--- config.mk ---
export PLATFORM = sky130hd
export DESIGN_NAME = clic_timer_src
export DESIGN_NICKNAME = d
export VERILOG_FILES = /design/src/rtl/clic_timer_src.sv
export SDC_FILE = /design/constraint.sdc
export NUM_CORES = 1
export LEC_CHECK = 0
export ABC_CLOCK_PERIOD_IN_PS = 10350
export CAP_MARGIN = 20
export CELL_PAD_IN_SITES_DETAIL_PLACEMENT = 1
export CELL_PAD_IN_SITES_GLOBAL_PLACEMENT = 1
export CORE_UTILIZATION = 41
export CTS_CLUSTER_DIAMETER = 50
export DETAILED_ROUTE_END_ITERATION = 12
export GPL_TIMING_DRIVEN = 0
export PLACE_DENSITY_LB_ADDON = 0.1
export SLEW_MARGIN = 20
export SYNTH_ARGS = -nofsm -noshare
export SYNTH_HDL_FRONTEND = slang
export SYNTH_SLANG_ARGS = --single-unit
--- constraint.sdc ---
create_clock -name clk -period 10.35 [get_ports clk]
set_input_delay 2.5875 -clock clk [delete_from_list [all_inputs] [get_ports clk]]
set_output_delay 2.5875 -clock clk [all_outputs]
set_load 0.05 [all_outputs]
--- src/rtl/clic_timer_src.sv ---
// rtl/clic_timer_src.sv - periodic/one-shot timer interrupt source for the n_clic controller
// Optional feature macro: TIMER_OVERRUN_EN (8-bit saturating overrun count in STATUS[31:24]).
module clic_timer_src #(
  parameter int CsrAddr      = 'h400,
  parameter int CounterWidth = 16
) (
  input  logic        clk,
  input  logic        reset,
  input  logic        csr_we,
  input  logic [11:0] csr_addr,
  input  logic [31:0] csr_wdata,
  output logic [31:0] csr_rdata,
  output logic        irq_pending,
  input  logic        irq_ack
);

  localparam logic [11:0] AddrCfg = 12'(CsrAddr);
  localparam logic [11:0] AddrCmp = 12'(CsrAddr + 1);
  localparam logic [11:0] AddrSts = 12'(CsrAddr + 2);

  typedef enum logic {IDLE, RUN} state_t;

  state_t                  state;
  logic                    cfg_enable;
  logic                    cfg_oneshot;
  logic [3:0]              cfg_psc;
  logic [CounterWidth-1:0] compare;
  logic [CounterWidth-1:0] counter;
  logic [15:0]             prescaler;
  logic [7:0]              overrun;

  logic cfg_wr, cmp_wr, sts_wr;
  logic tick, fire;
  logic [15:0] psc_mask;
  logic unused_inputs;

  assign cfg_wr   = csr_we && (csr_addr == AddrCfg);
  assign cmp_wr   = csr_we && (csr_addr == AddrCmp);
  assign sts_wr   = csr_we && (csr_addr == AddrSts);
  assign psc_mask = (16'd1 << cfg_psc) - 16'd1;
  assign tick     = (state == RUN) && (prescaler == psc_mask);
  assign fire     = tick && (counter == compare);
  assign unused_inputs = ^{csr_wdata, sts_wr};

  always_ff @(posedge clk or negedge reset) begin
    if (!reset) begin
      state       <= IDLE;
      cfg_enable  <= 1'b0;
      cfg_oneshot <= 1'b0;
      cfg_psc     <= 4'd0;
      compare     <= '0;
      counter     <= '0;
      prescaler   <= 16'd0;
      irq_pending <= 1'b0;
    end else begin
      // A CONFIG write overrides whatever the running timer would have done this edge.
      if (cfg_wr) begin
        prescaler   <= 16'd0;
        counter     <= '0;
        cfg_enable  <= csr_wdata[0];
        cfg_oneshot <= csr_wdata[1];
        cfg_psc     <= csr_wdata[7:4];
        state       <= csr_wdata[0] ? RUN : IDLE;
      end else begin
        case (state)
          RUN: begin
            prescaler <= tick ? 16'd0 : prescaler + 16'd1;
            if (tick) counter <= fire ? '0 : counter + CounterWidth'(1);
            if (fire && cfg_oneshot) begin
              cfg_enable <= 1'b0;
              state      <= IDLE;
            end
          end
          default: begin
            prescaler <= 16'd0;
            counter   <= '0;
          end
        endcase
      end

      if (cmp_wr) compare <= csr_wdata[CounterWidth-1:0];

      // A fresh fire replaces an acknowledged request, so fire takes priority over ack.
      if (fire)         irq_pending <= 1'b1;
      else if (irq_ack) irq_pending <= 1'b0;
    end
  end

`ifdef TIMER_OVERRUN_EN
  always_ff @(posedge clk or negedge reset) begin
    if (!reset) begin
      overrun <= 8'd0;
    end else if (sts_wr) begin
      overrun <= 8'd0;
    end else if (fire && irq_pending && !irq_ack && (overrun != 8'hFF)) begin
      overrun <= overrun + 8'd1;
    end
  end
`else
  assign overrun = 8'd0;
`endif

  always_comb begin
    csr_rdata = 32'd0;
    case (csr_addr)
      AddrCfg: csr_rdata[7:0] = {cfg_psc, 2'b00, cfg_oneshot, cfg_enable};
      AddrCmp: csr_rdata[CounterWidth-1:0] = compare;
      AddrSts: begin
        csr_rdata[CounterWidth-1:0] = counter;
        csr_rdata[31:24]            = overrun;
      end
      default: csr_rdata = 32'd0;
    endcase
  end

endmodule
==> results.yml, run 1 <==
yosys:
  syn_area_um2: 3690
  async_flop_share_pct: 100
  synth_adder_area_share_pct: 1.02
  synth_top_family_by_area: "simple AND/OR/NAND/NOR gates"
  yosys_warnings: 0
  synth_most_common_cell: "dfrtp_1"
  ys_types: 54
  synth_top_flop_cell: "dfrtp_1"
  ys_ff_latch: 56
  synth_top_area_cell: "dfrtp_1"
  synth_xor_area_share_pct: 9.02
  synth_edf_count: 0
  ys_seq_area_share_pct: 38.0
  synth_top_area_share_pct: 38.0
  synthSimpleGateAreaFrac_pct: 20.1
  synth_area_leaders: "dfrtp_1 (38%), xor2_1 (6.4%), mux2_2 (5.8%), buf_4 (3.9%), nand2_1 (3.8%)"
  synth_common_cells: "dfrtp_1 (56), nand2_1 (37), nor2_1 (30)"
  synth.area.mux_share_pct: 7.43
  netlist_instances: 414
  postSynthAreaPerCell_um2: 8.91
  synth_compound_area_share_pct: 15.7
power:
  p_leak_nw: 1.98
  swShare_pct: 26.2
  power_switching_uw: 101
  ir_worst_vdd_mv: 0.0530
  p_per_area_nw_per_um2: 86.1
  seqPwrFrac_pct: 57.2
  finalPower_uw: 384
  power_frac_clock_pct: 31.7
  power_frac_comb_pct: 11.1
  internal-power_uw: 283
detailed_routing:
  dr_wl_met2_um: 4870
  wire_per_inst_um: 17.4
  top_layer: "met4"
  route.met3.wl_um: 264
  drtAntennaViolNets: 0
  viasPerCell: 5.57
  vias: 3298
  route.detailed.drc: 0
  wl_um: 10300
  met1_length_um: 5100
  drtPass1Iterations: 4
  drtIter0Drc: 156
worst_setup_path:
  cp_slowest_cell: "clkdlybuf4s50_1"
  worstPathArrival_ns: 5.60
  path_max_fanout: 10
  cp-start-kind: "input port"
  cp_common_cell: "clkdlybuf4s50_1"
  worstSetupEndpointType: "output port"
  critical-path-max-stage-delay_ns: 0.86
  required_ns: 7.76
  path_class: "in2out"
  worstPathCellList: "clkdlybuf4s50_1 -> nor4_1 -> nand3_1 -> nor3b_2 -> clkbuf_1 -> nand2_1 -> o21ai_0 -> clkdlybuf4s50_1"
  worstPathBufferInverterCount: 3
  cp_top_family: "buffers and inverters"
clock_tree:
  root_buffer: "clkbuf_8"
  cts_tree: "yes"
  clk_pin_slew_ns: 0.10
  clk_path_buf_depth: 2
  cts_inserted_buffers: 5
  clock_sinks: 56
  clk_latency_ns: 0.33
  hold_buffers: 0
  post_cts_buffers: 0
  htreeDepth: 2
  cts-resized-gates: 0
finish:
  num_antenna_cells: 0
  area_growth_syn_to_layout_pct: 20.8
  nets: 535
  layout-drive-gt1-share_pct: 13.4
  multi_input_area_um2: 2030
  fillers: 1063
  layout.cells.non_filler: 592
  seq_area_um2: 1400
  utilization_pct: 51.1
die:
  chipWidth_um: 96.9
  dieArea_um2: 9380
  design.core.area_um2: 8720
  die_y_um: 96.9
  row_count: 34
  io_pins: 81
  start_util_pct: 42.3
global_route:
  antenna_found_initial: 0
  grt_use_total_pct: 22.7
  grt_start_max_net_pins: 34
  grt_pass1_vias: 3367
  grt_pass1_wl_um: 17400
  grt-ovfl-total: 0
place:
  numPortBuffers: 47
  gp_congestion: 0.826
  place_hpwl_um: 7870
  place_inst: 585
timing:
  rsz0062_at_grt: "false"
  finalClockSkew_ns: 0.0198
  tns_ns: 0
  timing.final.crit_share_pct: 79.1
  setup_viol: 0
  slew_headroom_pct: 34.1
  fin_crit_ns: 8.19
  hold_viol: 0
  fmax_mhz: 122
  worst_slew_pin_slew_ns: 0.980
  drv_slew: 0
status:
  status: "complete, no violations"
flow_run:
  drv_cap: 0
worst_hold_path:
  hold_class: "reg2reg"
layout by cell type (no fill, tap or decap), types with 2 or more instances in the layout:
| cell | n |
|---|---|
| or3_1 | 2 |
| clkdlybuf4s50_1 | 46 |
| conb_1 | 16 |
| and3_1 | 10 |
| or4b_1 | 2 |
| nor3_2 | 2 |
| o21a_1 | 4 |
| nand3_1 | 12 |
| dfrtp_1 | 56 |
| o21ai_0 | 18 |
| clkbuf_1 | 12 |
| xor2_1 | 27 |
| a21oi_1 | 20 |
| buf_2 | 7 |
| a31oi_1 | 9 |
| mux2i_1 | 6 |
| inv_1 | 21 |
| nor3_1 | 5 |
| or4_1 | 2 |
| o22ai_1 | 13 |
| or2_2 | 2 |
| nand4_1 | 10 |
| xnor2_1 | 11 |
| clkbuf_8 | 5 |
| and2_1 | 6 |
| nor4_1 | 8 |
| mux2_2 | 19 |
| nor3b_1 | 2 |
| o31ai_1 | 2 |
| nor2_1 | 30 |
| ha_1 | 3 |
| a22o_1 | 10 |
| buf_4 | 20 |
| nor2b_1 | 4 |
| nand2_1 | 37 |
| o211a_1 | 2 |
logic make-up after synthesis:
| logic type | Yosys count |
|---|---|
| other | 1 |
| flip-flops | 56 |
| AND/OR/NAND/NOR | 142 |
| AO/OA/AOI/OAI | 88 |
| multiplexers | 25 |
| adder cells (fa/ha/maj) | 3 |
| XOR/XNOR | 38 |
| buffers and inverters | 61 |
stage by stage:
| stage | instance area (µm²) | setup slack, ns | hold slack, ns |
|---|---|---|---|
| floorplan | 3740 | 3.42 | 0.506 |
| global placement | 4350 | 2.25 | 0.520 |
| detailed placement | 4370 | 2.18 | 0.526 |
| CTS | 4450 | 2.17 | 0.546 |
| global route | 4450 | 1.95 | 0.571 |
| finish | 4450 | 2.16 | 0.545 |
sequential cells by signal, summed over array words and instances, names as in the netlist:
register     cells
compare         16
counter         16
prescaler       16
cfg_psc          4
cfg_enable       1
cfg_oneshot      1
irq_pending      1
state            1
final cells by class:
type,count,share of cell area [%]
Multi-Input combinational cell,312,45.6
Sequential cell,56,31.5
Timing Repair Buffer,48,11.0
Buffer,40,5.34
Tap cell,108,3.03
Inverter,21,1.77
Clock buffer,5,1.54
Clock inverter,2,0.281
worst paths after layout:
kind	from	endpoint	slack, ns	cells past startpoint
worst max register to register	cfg_psc[2]	state	6.28	14
min in group asynchronous	reset	prescaler[9]	2.17	1
worst max-delay path	csr_addr[7]	csr_rdata[7]	2.16	8
max in group asynchronous	reset	state	7.68	2
worst min-delay path	irq_pending	irq_pending	0.55	2
worst min register to register	irq_pending	irq_pending	0.55	2
layer usage:
layer  GRT usage (%)  up-vias
li1                -     1573
met1            32.5     1674
met2            36.8       43
met3            3.03        8
met4            4.71        0
met5               0        -
worst reg2reg max path, cell delays in order (launching register included):
cell and delay [ns]:
dfrtp_1 0.37, buf_4 0.17, buf_2 0.18, buf_2 0.20, or4_1 0.54, ha_1 0.21
buf_4 0.17, nor2_1 0.17, a31oi_1 0.13, o32a_1 0.31, a2111oi_2 0.41, nand4_2 0.29
clkbuf_1 0.31, o31ai_1 0.34, o21ai_0 0.14
power by group through the flow:
stage	clock network (mW)	logic (mW)	registers, mW
after floorplan	0	0.0233	0.224
after CTS	0.125	0.0427	0.220
after global placement	0	0.0412	0.224
final	0.122	0.0425	0.219
after global routing	0.133	0.0455	0.220
after detailed placement	0	0.0425	0.224
Note: power is estimated with default switching activity, not from simulation.
==> run 2, diff against run 1 <==
--- a/config.mk
+++ b/config.mk
@@ -5,11 +5,11 @@
 export SDC_FILE = /design/constraint.sdc
 export NUM_CORES = 1
 export LEC_CHECK = 0
-export ABC_CLOCK_PERIOD_IN_PS = 10350
+export ABC_CLOCK_PERIOD_IN_PS = 8450
 export CAP_MARGIN = 20
 export CELL_PAD_IN_SITES_DETAIL_PLACEMENT = 1
 export CELL_PAD_IN_SITES_GLOBAL_PLACEMENT = 1
-export CORE_UTILIZATION = 41
+export CORE_UTILIZATION = 38
 export CTS_CLUSTER_DIAMETER = 50
 export DETAILED_ROUTE_END_ITERATION = 12
 export GPL_TIMING_DRIVEN = 0
==> constraint.sdc (replaced) <==
create_clock -name clk -period 8.45 [get_ports clk]
set_input_delay 2.1125 -clock clk [delete_from_list [all_inputs] [get_ports clk]]
set_output_delay 2.1125 -clock clk [all_outputs]
set_load 0.05 [all_outputs]
==> run 2 against run 1 <==
Net effect: count of clock-buffer cells in the layout unchanged; sequential power increased by 23%; first-iteration DRC count down 12%; utilization decreased by 2.9 points; sequential cell count unchanged; critical path type unchanged; largest cell class unchanged; largest power group unchanged.
==> results.yml, run 2 (synthesis gave the netlist of run 1 again) <==
global_route:
  grt_pass1_wl_um: 17500
  grt_start_max_net_pins: 37
  grt-ovfl-total: 0
  antenna_found_initial: 0
  grt_pass1_vias: 3337
  grt_use_total_pct: 22.2
detailed_routing:
  wl_um: 10800
  route.detailed.drc: 0
  drtIter0Drc: 138
  wire_per_inst_um: 17.5
  drtAntennaViolNets: 0
  vias: 3337
  viasPerCell: 5.43
  drtPass1Iterations: 4
die:
  design.core.area_um2: 9330
  row_count: 35
  io_pins: 81
  die_y_um: 101
  start_util_pct: 39.5
  dieArea_um2: 10100
  chipWidth_um: 101
finish:
  reg_top3: "compare (16), counter (16), prescaler (16)"
  layout.cells.non_filler: 614
  seq_area_um2: 1400
  multi_input_area_um2: 2030
  layout-drive-gt1-share_pct: 13.6
  final_common_cell: "dfrtp_1"
  fin_area_um2: 4490
  layout_common_cells: "dfrtp_1 (56), clkdlybuf4s50_1 (46), nand2_1 (37)"
  utilization_pct: 48.2
  area_growth_syn_to_layout_pct: 21.8
  num_antenna_cells: 0
  fillers: 1126
  nets: 535
clock_tree:
  cts-resized-gates: 0
  root_buffer: "clkbuf_8"
  clk_path_buf_depth: 2
  post_cts_buffers: 0
  clock_sinks: 56
  clk_pin_slew_ns: 0.11
  htreeDepth: 2
  cts_inserted_buffers: 5
  clk_latency_ns: 0.32
  cts_tree: "yes"
  hold_buffers: 0
status:
  status: "complete, no violations"
worst_setup_path:
  cp-start-kind: "input port"
  path_max_fanout: 10
  path_class: "in2out"
  worstPathArrival_ns: 5.19
  required_ns: 6.34
  worstSetupEndpointType: "output port"
  worstRegToRegCells: 14
timing:
  finalClockSkew_ns: 0.0149
  setup_viol: 0
  fmax_mhz: 137
  worst_slew_pin_slew_ns: 0.894
  hold_viol: 0
  rsz0062_at_grt: "false"
  slew_headroom_pct: 39.8
  tns_ns: 0
  drv_slew: 0
  fin_crit_ns: 7.30
  timing.final.crit_share_pct: 86.4
worst_hold_path:
  hold_class: "reg2reg"
  holdPathStages: 2
place:
  place_inst: 606
  gp_congestion: 0.805
  place_area_um2: 4390
  place_hpwl_um: 8110
  numPortBuffers: 47
power:
  finalPower_uw: 479
  p_per_area_nw_per_um2: 107
  ir_worst_vdd_mv: 0.0701
  p_leak_nw: 1.99
flow_run:
  drv_cap: 0
==> run 2: cell types whose count changed in the layout (fill, tap and decap cells not counted) <==
cell	previous run	this run
clkinv_2	1	0
inv_6	0	2
==> run 2: metal layers <==
metal | global-route usage (%) | wire length [µm] | vias to the layer above | part of all wire [%]
met5 | 0 | 0 | - | 0
met4 | 5.35 | 124 | 0 | 1.2
met3 | 3.05 | 507 | 10 | 4.7
met2 | 34.3 | 4850 | 75 | 45
met1 | 32.9 | 5270 | 1684 | 49
li1 | - | - | 1568 | -
==> run 2: path summary, 6_finish.rpt <==
check,slack [ns],endpoint,from
min reg2reg,0.54,irq_pending,irq_pending
max reg2reg,4.40,prescaler[11],cfg_psc[2]
max,1.15,csr_rdata[0],csr_addr[7]
min,0.54,irq_pending,irq_pending
min in group asynchronous,1.67,prescaler[9],reset
max in group asynchronous,6.27,counter[0],reset
==> run 2: critical path: stages <==
cell             delay [ns]
clkdlybuf4s50_1        0.41
nor4_1                 0.38
nand3_1                0.16
nor3b_2                0.54
clkbuf_1               0.46
nand2_1                0.09
o21ai_0                0.15
clkdlybuf4s50_1        0.87
==> run 2: metrics by stage <==
step	hold slack, ns	setup WS (ns)
2_1_floorplan	0.506	2.47
3_3_place_gp	0.519	1.20
3_5_place_dp	0.530	1.18
4_1_cts	0.549	1.17
5_1_grt	0.575	0.929
6_report	0.543	1.15
==> run 2: power breakdown <==
part	leakage (nW)	internal [mW]	switching, mW
Clock	0.0452	0.0608	0.0970
Sequential	0.772	0.268	0.000544
Combinational	1.17	0.0220	0.0305
==> run 2: area by class of cell <==
cell class,instances,area share [%]
Tap cell,129,3.59
Sequential cell,56,31.2
Timing Repair Buffer,48,10.9
Buffer,40,5.29
Clock inverter,3,0.557
Multi-Input combinational cell,312,45.2
Inverter,21,1.75
Clock buffer,5,1.53
==> run 3, diff against run 2 <==
--- a/config.mk
+++ b/config.mk
@@ -13,7 +13,7 @@
 export CTS_CLUSTER_DIAMETER = 50
 export DETAILED_ROUTE_END_ITERATION = 12
 export GPL_TIMING_DRIVEN = 0
-export PLACE_DENSITY_LB_ADDON = 0.1
+export PLACE_DENSITY = 0.82
 export SLEW_MARGIN = 20
 export SYNTH_ARGS = -nofsm -noshare
 export SYNTH_HDL_FRONTEND = slang
==> run 3 against run 2 <==
Net effect: critical path depth stayed put; wire length is 2.5% higher; clock skew is 0.012 ns higher; first-iteration DRC count is 0.72% higher; critical path type unchanged; setup slack worse by 0.047 ns; largest power group unchanged; fmax is 0.64% lower.
==> results.yml, run 3 (synthesis gave the netlist of run 1 again) <==
worst_setup_path:
  worstRegToRegCells: 14
  cp_common_cell: "clkdlybuf4s50_1"
  path_max_fanout: 10
  worstPathCellList: "clkdlybuf4s50_1 -> nor4_1 -> nand3_1 -> nor3b_2 -> clkbuf_1 -> nand2_1 -> o21ai_0 -> clkdlybuf4s50_1"
  worstPathBufferInverterCount: 3
  required_ns: 6.34
  worstPathArrival_ns: 5.24
  r2r_start: "cfg_psc[2]"
  crit_cells: 8
  cp_top_family: "buffers and inverters"
  path_class: "in2out"
  crit_start: "csr_addr[7]"
  worstSetupEndpointType: "output port"
  cp_slowest_cell: "clkdlybuf4s50_1"
  critical-path-max-stage-delay_ns: 0.88
  cp-start-kind: "input port"
detailed_routing:
  wl_um: 11000
  viasPerCell: 5.53
  drtPass1Iterations: 4
  route.detailed.drc: 0
  drtIter0Drc: 139
  wire_per_inst_um: 17.9
  vias: 3393
  drtAntennaViolNets: 0
clock_tree:
  cts-resized-gates: 0
  clk_latency_ns: 0.33
  htreeDepth: 2
  root_buffer: "clkbuf_8"
  hold_buffers: 0
  clock_sinks: 56
  post_cts_buffers: 0
  clk_path_buf_depth: 2
  cts_tree: "yes"
  cts_inserted_buffers: 5
  clk_pin_slew_ns: 0.09
timing:
  fin_crit_ns: 7.35
  rsz0062_at_grt: "false"
  drv_slew: 0
  tns_ns: 0
  worst_slew_pin_slew_ns: 1.01
  fmax_mhz: 136
  finalClockSkew_ns: 0.0265
  slew_headroom_pct: 31.8
  timing.final.crit_share_pct: 87.0
  hold_viol: 0
  setup_viol: 0
die:
  chipWidth_um: 101
  die_y_um: 101
  row_count: 35
  design.core.area_um2: 9330
  io_pins: 81
  start_util_pct: 39.5
  dieArea_um2: 10100
global_route:
  grt_use_total_pct: 22.9
  grt_pass1_vias: 3515
  antenna_found_initial: 0
  grt_start_max_net_pins: 36
  grt-ovfl-total: 0
  grt_pass1_wl_um: 18000
place:
  numPortBuffers: 47
  place_hpwl_um: 8160
  gp_congestion: 0.828
finish:
  area_growth_syn_to_layout_pct: 21.7
  nets: 535
  reg_top3: "compare (16), counter (16), prescaler (16)"
  layout_common_cells: "dfrtp_1 (56), clkdlybuf4s50_1 (46), nand2_1 (37)"
  fillers: 1122
  layout-drive-gt1-share_pct: 13.6
  final_common_cell: "dfrtp_1"
  num_antenna_cells: 0
status:
  status: "complete, no violations"
power:
  finalPower_uw: 481
  p_leak_nw: 1.99
  p_per_area_nw_per_um2: 107
  ir_worst_vdd_mv: 0.0680
flow_run:
  drv_cap: 0
worst_hold_path:
  hold_class: "reg2reg"
  hp-start: "irq_pending"
  holdPathStages: 2
## run 3: changes by cell type in the layout (fill, tap and decap cells not counted)
cell | before | now
clkinvlp_4 | 1 | 0
inv_6 | 2 | 1
clkinv_4 | 0 | 1
clkinv_2 | 0 | 1
## run 3: layout make-up
| class | count | area [µm²] | share of cell area (%) |
|---|---|---|---|
| Multi-Input combinational cell | 312 | 2030 | 45.2 |
| Sequential cell | 56 | 1400 | 31.2 |
| Timing Repair Buffer | 48 | 488 | 10.9 |
| Buffer | 40 | 238 | 5.29 |
| Tap cell | 129 | 161 | 3.59 |
| Inverter | 21 | 78.8 | 1.76 |
| Clock buffer | 5 | 68.8 | 1.53 |
| Clock inverter | 3 | 22.5 | 0.502 |
## run 3: final timing paths
path | to | slack (ns)
worst max-delay path | csr_rdata[7] | 1.10
worst min-delay path | irq_pending | 0.54
worst max register to register | cfg_enable | 4.27
worst min register to register | irq_pending | 0.54
max in group asynchronous | prescaler[4] | 6.25
min in group asynchronous | counter[7] | 1.68
## run 3: per-stage QoR
| stage | instances | worst slack (ns) | utilization (%) | hold slack [ns] | cell area, µm² |
|---|---|---|---|---|---|
| 3_5_place_dp | 606 | 1.15 | 47.1 | 0.528 | 4390 |
| 4_1_cts | 614 | 1.13 | 48.1 | 0.556 | 4490 |
| 6_report | 614 | 1.10 | 48.1 | 0.542 | 4490 |
| 3_3_place_gp | 605 | 1.28 | 46.9 | 0.525 | 4380 |
| 2_1_floorplan | 429 | 2.47 | - | 0.506 | 3740 |
| 5_1_grt | 614 | 0.871 | 48.1 | 0.596 | 4490 |
## run 3: power breakdown
group,switching (mW),internal [mW],total (mW)
Combinational,0.0308,0.0220,0.0527
Sequential,0.000532,0.268,0.269
Clock,0.0998,0.0599,0.160
Total,0.131,0.350,0.481
## run 3: worst min-delay path, cell delays in order (launching register included)
cell and delay (ns):
dfrtp_1 0.39, inv_1 0.05, o22ai_1 0.07
## run 3: per-layer routing
layer / GRT usage [%] / vias to the layer above / part of all wire [%]
li1: - / 1571 / -
met1: 31.1 / 1731 / 45
met2: 38.6 / 76 / 50
met3: 2.91 / 15 / 3.6
met4: 6.35 / 0 / 1.6
met5: 0 / - / 0
==> RTL change 1: new RTL, flow settings as in run 2 <==
Build with the macro `TIMER_OVERRUN_EN` defined.
--- a/src/rtl/clic_timer_src.sv
+++ b/src/rtl/clic_timer_src.sv
@@ -1,5 +1,7 @@
 // rtl/clic_timer_src.sv - periodic/one-shot timer interrupt source for the n_clic controller
 // Optional feature macro: TIMER_OVERRUN_EN (8-bit saturating overrun count in STATUS[31:24]).
+`define TIMER_OVERRUN_EN
+
 module clic_timer_src #(
   parameter int CsrAddr      = 'h400,
   parameter int CounterWidth = 16
Formal check against the unedited RTL: not equivalent (Yosys sat finds a counterexample within 4 cycles, from zero or initial values and one cycle with reset low).
==> RTL change 1 against run 2 <==
Final area is 22% higher. Sequential cell count is 8 higher. Critical path depth stayed put. Area after synthesis is 19% higher. Wire length is 25% higher. Setup slack worse by 0.16 ns. Worst hold slack worse by 0.0046 ns. Clock skew is 0.0058 ns lower. Highest routed layer unchanged.
Power is not compared: it rests on default switching activity, and its combinational part moved more than twofold at a synthesized area within 25%.
==> RTL change 1: results <==
[placement]
place_ws_ns = 0.955
gp_routability_congestion = 0.855
hpwl_um = 9880
dpl.cell_count = 695
postPlaceCellArea_um2 = 5170
io_buffers = 54

[status]
status = "finished clean"

[drt]
vias = 4037
wl_met1_um = 5870
route.met2.wl_um = 6840
wl_per_cell_um = 18.9
wl_um = 13400
wl_met3_um = 412
drt_iter0_drc = 177
highest_layer = "met4"
first_pass_iters = 4

[global_route]
antenna_found_initial = 0
grt_pass1_vias = 4220
grt_pass1_wl_um = 21600
grt_max_degree = 49
grt_util_all_layers = 0.238
grt-ovfl-total = 0

[clocking]
post-cts-setup-buffers = 0
clockBufferDepth = 2
clkTransAtPathRegs_ns = 0.06
clock_latency_ns = 0.34
h-tree-depth = 3
cts_resized = 0
cts-root-buf = "clkbuf_16"
numCtsBuffers = 9

[power]
peakVddDrop_mv = 0.109
leakagePower_uw = 0.00235

[final_layout]
drive_above_1_share = 0.128
finalNetCount = 618
diodes = 0
fillers = 1300
reg_top3 = "compare (16), counter (16), prescaler (16)"

[synthesis]
ys_warn_count = 0
synth-xor-area-share = 0.0698
netlist_top_cells_area = "dfrtp_1 36%, xnor2_1 6.2%, mux2_2 4.4%"
async_flop_share = 1.00
synthTopCellsByCount = "64 x dfrtp_1, 46 x nor2_1, 41 x nand2_1"
ys_types = 67
muxShareOfSynthArea = 0.0595
netlist_instances = 493
synth_ff_type = "dfrtp_1"
synthAdderAreaFrac = 0.0114
synth-compound-area-share = 0.161
yosysSeqAreaShare = 0.364

[timing]
slew_violations = 0
slew_headroom = 0.529
finClkSkew_ns = 0.00906

[min_path]
hold_path_class = "reg -> reg"

[worst_setup_path]
worstPathMaxFanout = 10
worst_ep_arrival_time_ns = 5.35
## RTL change 1: area by class of cell
class | count | area [µm²] | area share
Sequential cell | 64 | 1600 | 0.292
Clock inverter | 6 | 82.6 | 0.0150
Clock buffer | 10 | 239 | 0.0435
Inverter | 6 | 22.5 | 0.00410
Multi-Input combinational cell | 386 | 2560 | 0.466
Timing Repair Buffer | 55 | 566 | 0.103
Tap cell | 140 | 175 | 0.0319
Buffer | 44 | 243 | 0.0442
## RTL change 1: power breakdown
part           switching [µW]  internal [µW]  total (µW)
sequential               31.2            326         358
combinational             120           83.2         203
clock                     144            265         409
## RTL change 1: worst paths after layout
| path | endpoint | cells past startpoint | slack (ns) | start |
|---|---|---|---|---|
| worst max register to register | counter[6] | 14 | 4.13 | cfg_psc[3] |
| worst min register to register | irq_pending | 2 | 0.54 | irq_pending |
| max in group asynchronous | overrun[5] | 2 | 6.28 | reset |
| worst max-delay path | csr_rdata[9] | 8 | 0.99 | csr_addr[3] |
| worst min-delay path | irq_pending | 2 | 0.54 | irq_pending |
| min in group asynchronous | counter[8] | 1 | 1.65 | reset |
## RTL change 1: critical path: stages
cell	delay, ns
clkdlybuf4s50_1	0.39
nor4_1	0.28
nand4b_1	0.41
nor2b_1	0.26
clkbuf_1	0.43
clkbuf_1	0.41
a22o_1	0.23
clkdlybuf4s50_1	0.81
## RTL change 1: logic make-up (layout without fill, tap and decap cells)
family                     Yosys count  count (layout)
AOI/OAI and AO/OA                  101             101
and+or+nand+nor                    214             214
DFF                                 64              64
other                                1               8
muxes                               24              24
xor gates and xnor gates            35              35
buffers and inverters               50             121
adders and majority gates            4               4
## RTL change 1: routing by layer
layer,vias up,GRT usage
met3,23,0.0350
met2,72,0.422
met1,2018,0.288
met5,-,0
li1,1924,-
met4,0,0.0924
==> RTL change 2: new RTL, config.mk and constraints of run 2 <==
Made on the original files. The parameter `CounterWidth` goes from 16 to 14.
--- a/src/rtl/clic_timer_src.sv
+++ b/src/rtl/clic_timer_src.sv
@@ -2,7 +2,7 @@
 // Optional feature macro: TIMER_OVERRUN_EN (8-bit saturating overrun count in STATUS[31:24]).
 module clic_timer_src #(
   parameter int CsrAddr      = 'h400,
-  parameter int CounterWidth = 16
+  parameter int CounterWidth = 14
 ) (
   input  logic        clk,
   input  logic        reset,
Check against the original RTL: not equivalent (Yosys sat finds a counterexample within 4 cycles, from zero or initial values and one cycle with reset low).
==> RTL change 2 against run 2 <==
Core utilization decreased by 0.57 points. Sequential share of layout area shrank 3.7 points. Clock power increased by 17%. Power is 3.7% higher. Area after synthesis up 7.9%. Highest routed layer unchanged. Final area increased by 5.5%. Clock skew decreased by 0.010 ns. Sequential cell count fell by 4. First-iteration DRC count decreased by 7.2%. Die area up 7.7%. Critical endpoint is now csr_rdata[6]. Count of clock-buffer cells in the layout unchanged. Setup slack better by 0.77 ns. Wire length rose by 13%.
==> RTL change 2: results <==
[placement]
io_buffers = 42
hpwl_um = 9140
gp_routability_congestion = 0.850
postPlaceCellArea_um2 = 4630

[clocking]
clkTransAtPathRegs_ns = 0.10
cts_resized = 0

[global_route]
grt_pass1_wl_um = 20400
grt_util_all_layers = 0.235
grt_pass1_vias = 3911
use_met3 = 0.0326
grt_max_degree = 53
met1_usage = 0.331

[drt]
wl_met3_um = 653
vias = 3682
wl_met1_um = 5880
wl_um = 12200
route.met2.wl_um = 5550

[final_layout]
reg_top3 = "prescaler (16), compare (14), counter (14)"
clkCellAreaFrac = 0.0235
fillers = 1220
stdcell_count = 653
n_all_inverters = 9
final_util = 0.476
nonClkBufAreaFrac = 0.166
regArea_um2 = 1300
drive_above_1_share = 0.160
final_cell_area_um2 = 4740
multi_input_gates = 351
multi_input_area_um2 = 2340
finalNetCount = 570

[timing]
setup_ws_ns = 1.92
finClkSkew_ns = 0.00464
worst_pin_slew_ns = 0.864

[worst_setup_path]
crit_path_end = "csr_rdata[6]"
crit_slowest_cell = "clkdlybuf4s50_1"
worst_ep_arrival_time_ns = 4.42
slowest_delay_ns = 0.82
r2r-end = "counter[6]"

[power]
p_sw_frac = 0.274
leakagePower_uw = 0.00193

[synthesis]
ys_seq_elements = 52
yosysSeqAreaShare = 0.327
synthTopCellsByCount = "52 x dfrtp_1, 39 x nor2_1, 32 x nand2_1"
netlist_top_cells_area = "dfrtp_1 33%, xnor2_1 5.5%, mux2_2 4.0%"

[min_path]
hold_path_startpoint = "cfg_oneshot"

[status]
status = "finished clean"
[RTL change 2: cell count changes in the layout (fill, tap and decap cells not counted), moves of 9 or more]
cell and change:
xor2_1 -18, xnor2_1 +14, inv_1 -13, o22ai_1 -12
o41ai_1 +12, a22o_1 -9, nand4_1 +9, nor2_1 +9
nor2b_1 +9, nor3_2 +9, o21ai_0 -9
[RTL change 2: worst max-delay path: cells and delay by family]
kind,cells,cell delay (ns)
buffers and inverters,3,1.53
and+or+nand+nor,3,0.76
[RTL change 2: power by group through the flow]
stage	logic (µW)	clock network, µW	registers [µW]
floorplan	38.7	0	254
global placement	62.0	0	255
detailed placement	62.4	0	255
CTS	62.5	185	250
global route	66.9	195	250
finish	62.4	185	250
[RTL change 2: cell families after synthesis]
group           synth area share
other cells             0.000942
buf+inv                    0.101
flops                      0.327
compound gates             0.159
fa+ha+maj                0.00943
mux                       0.0547
simple gates               0.273
xor+xnor                  0.0748
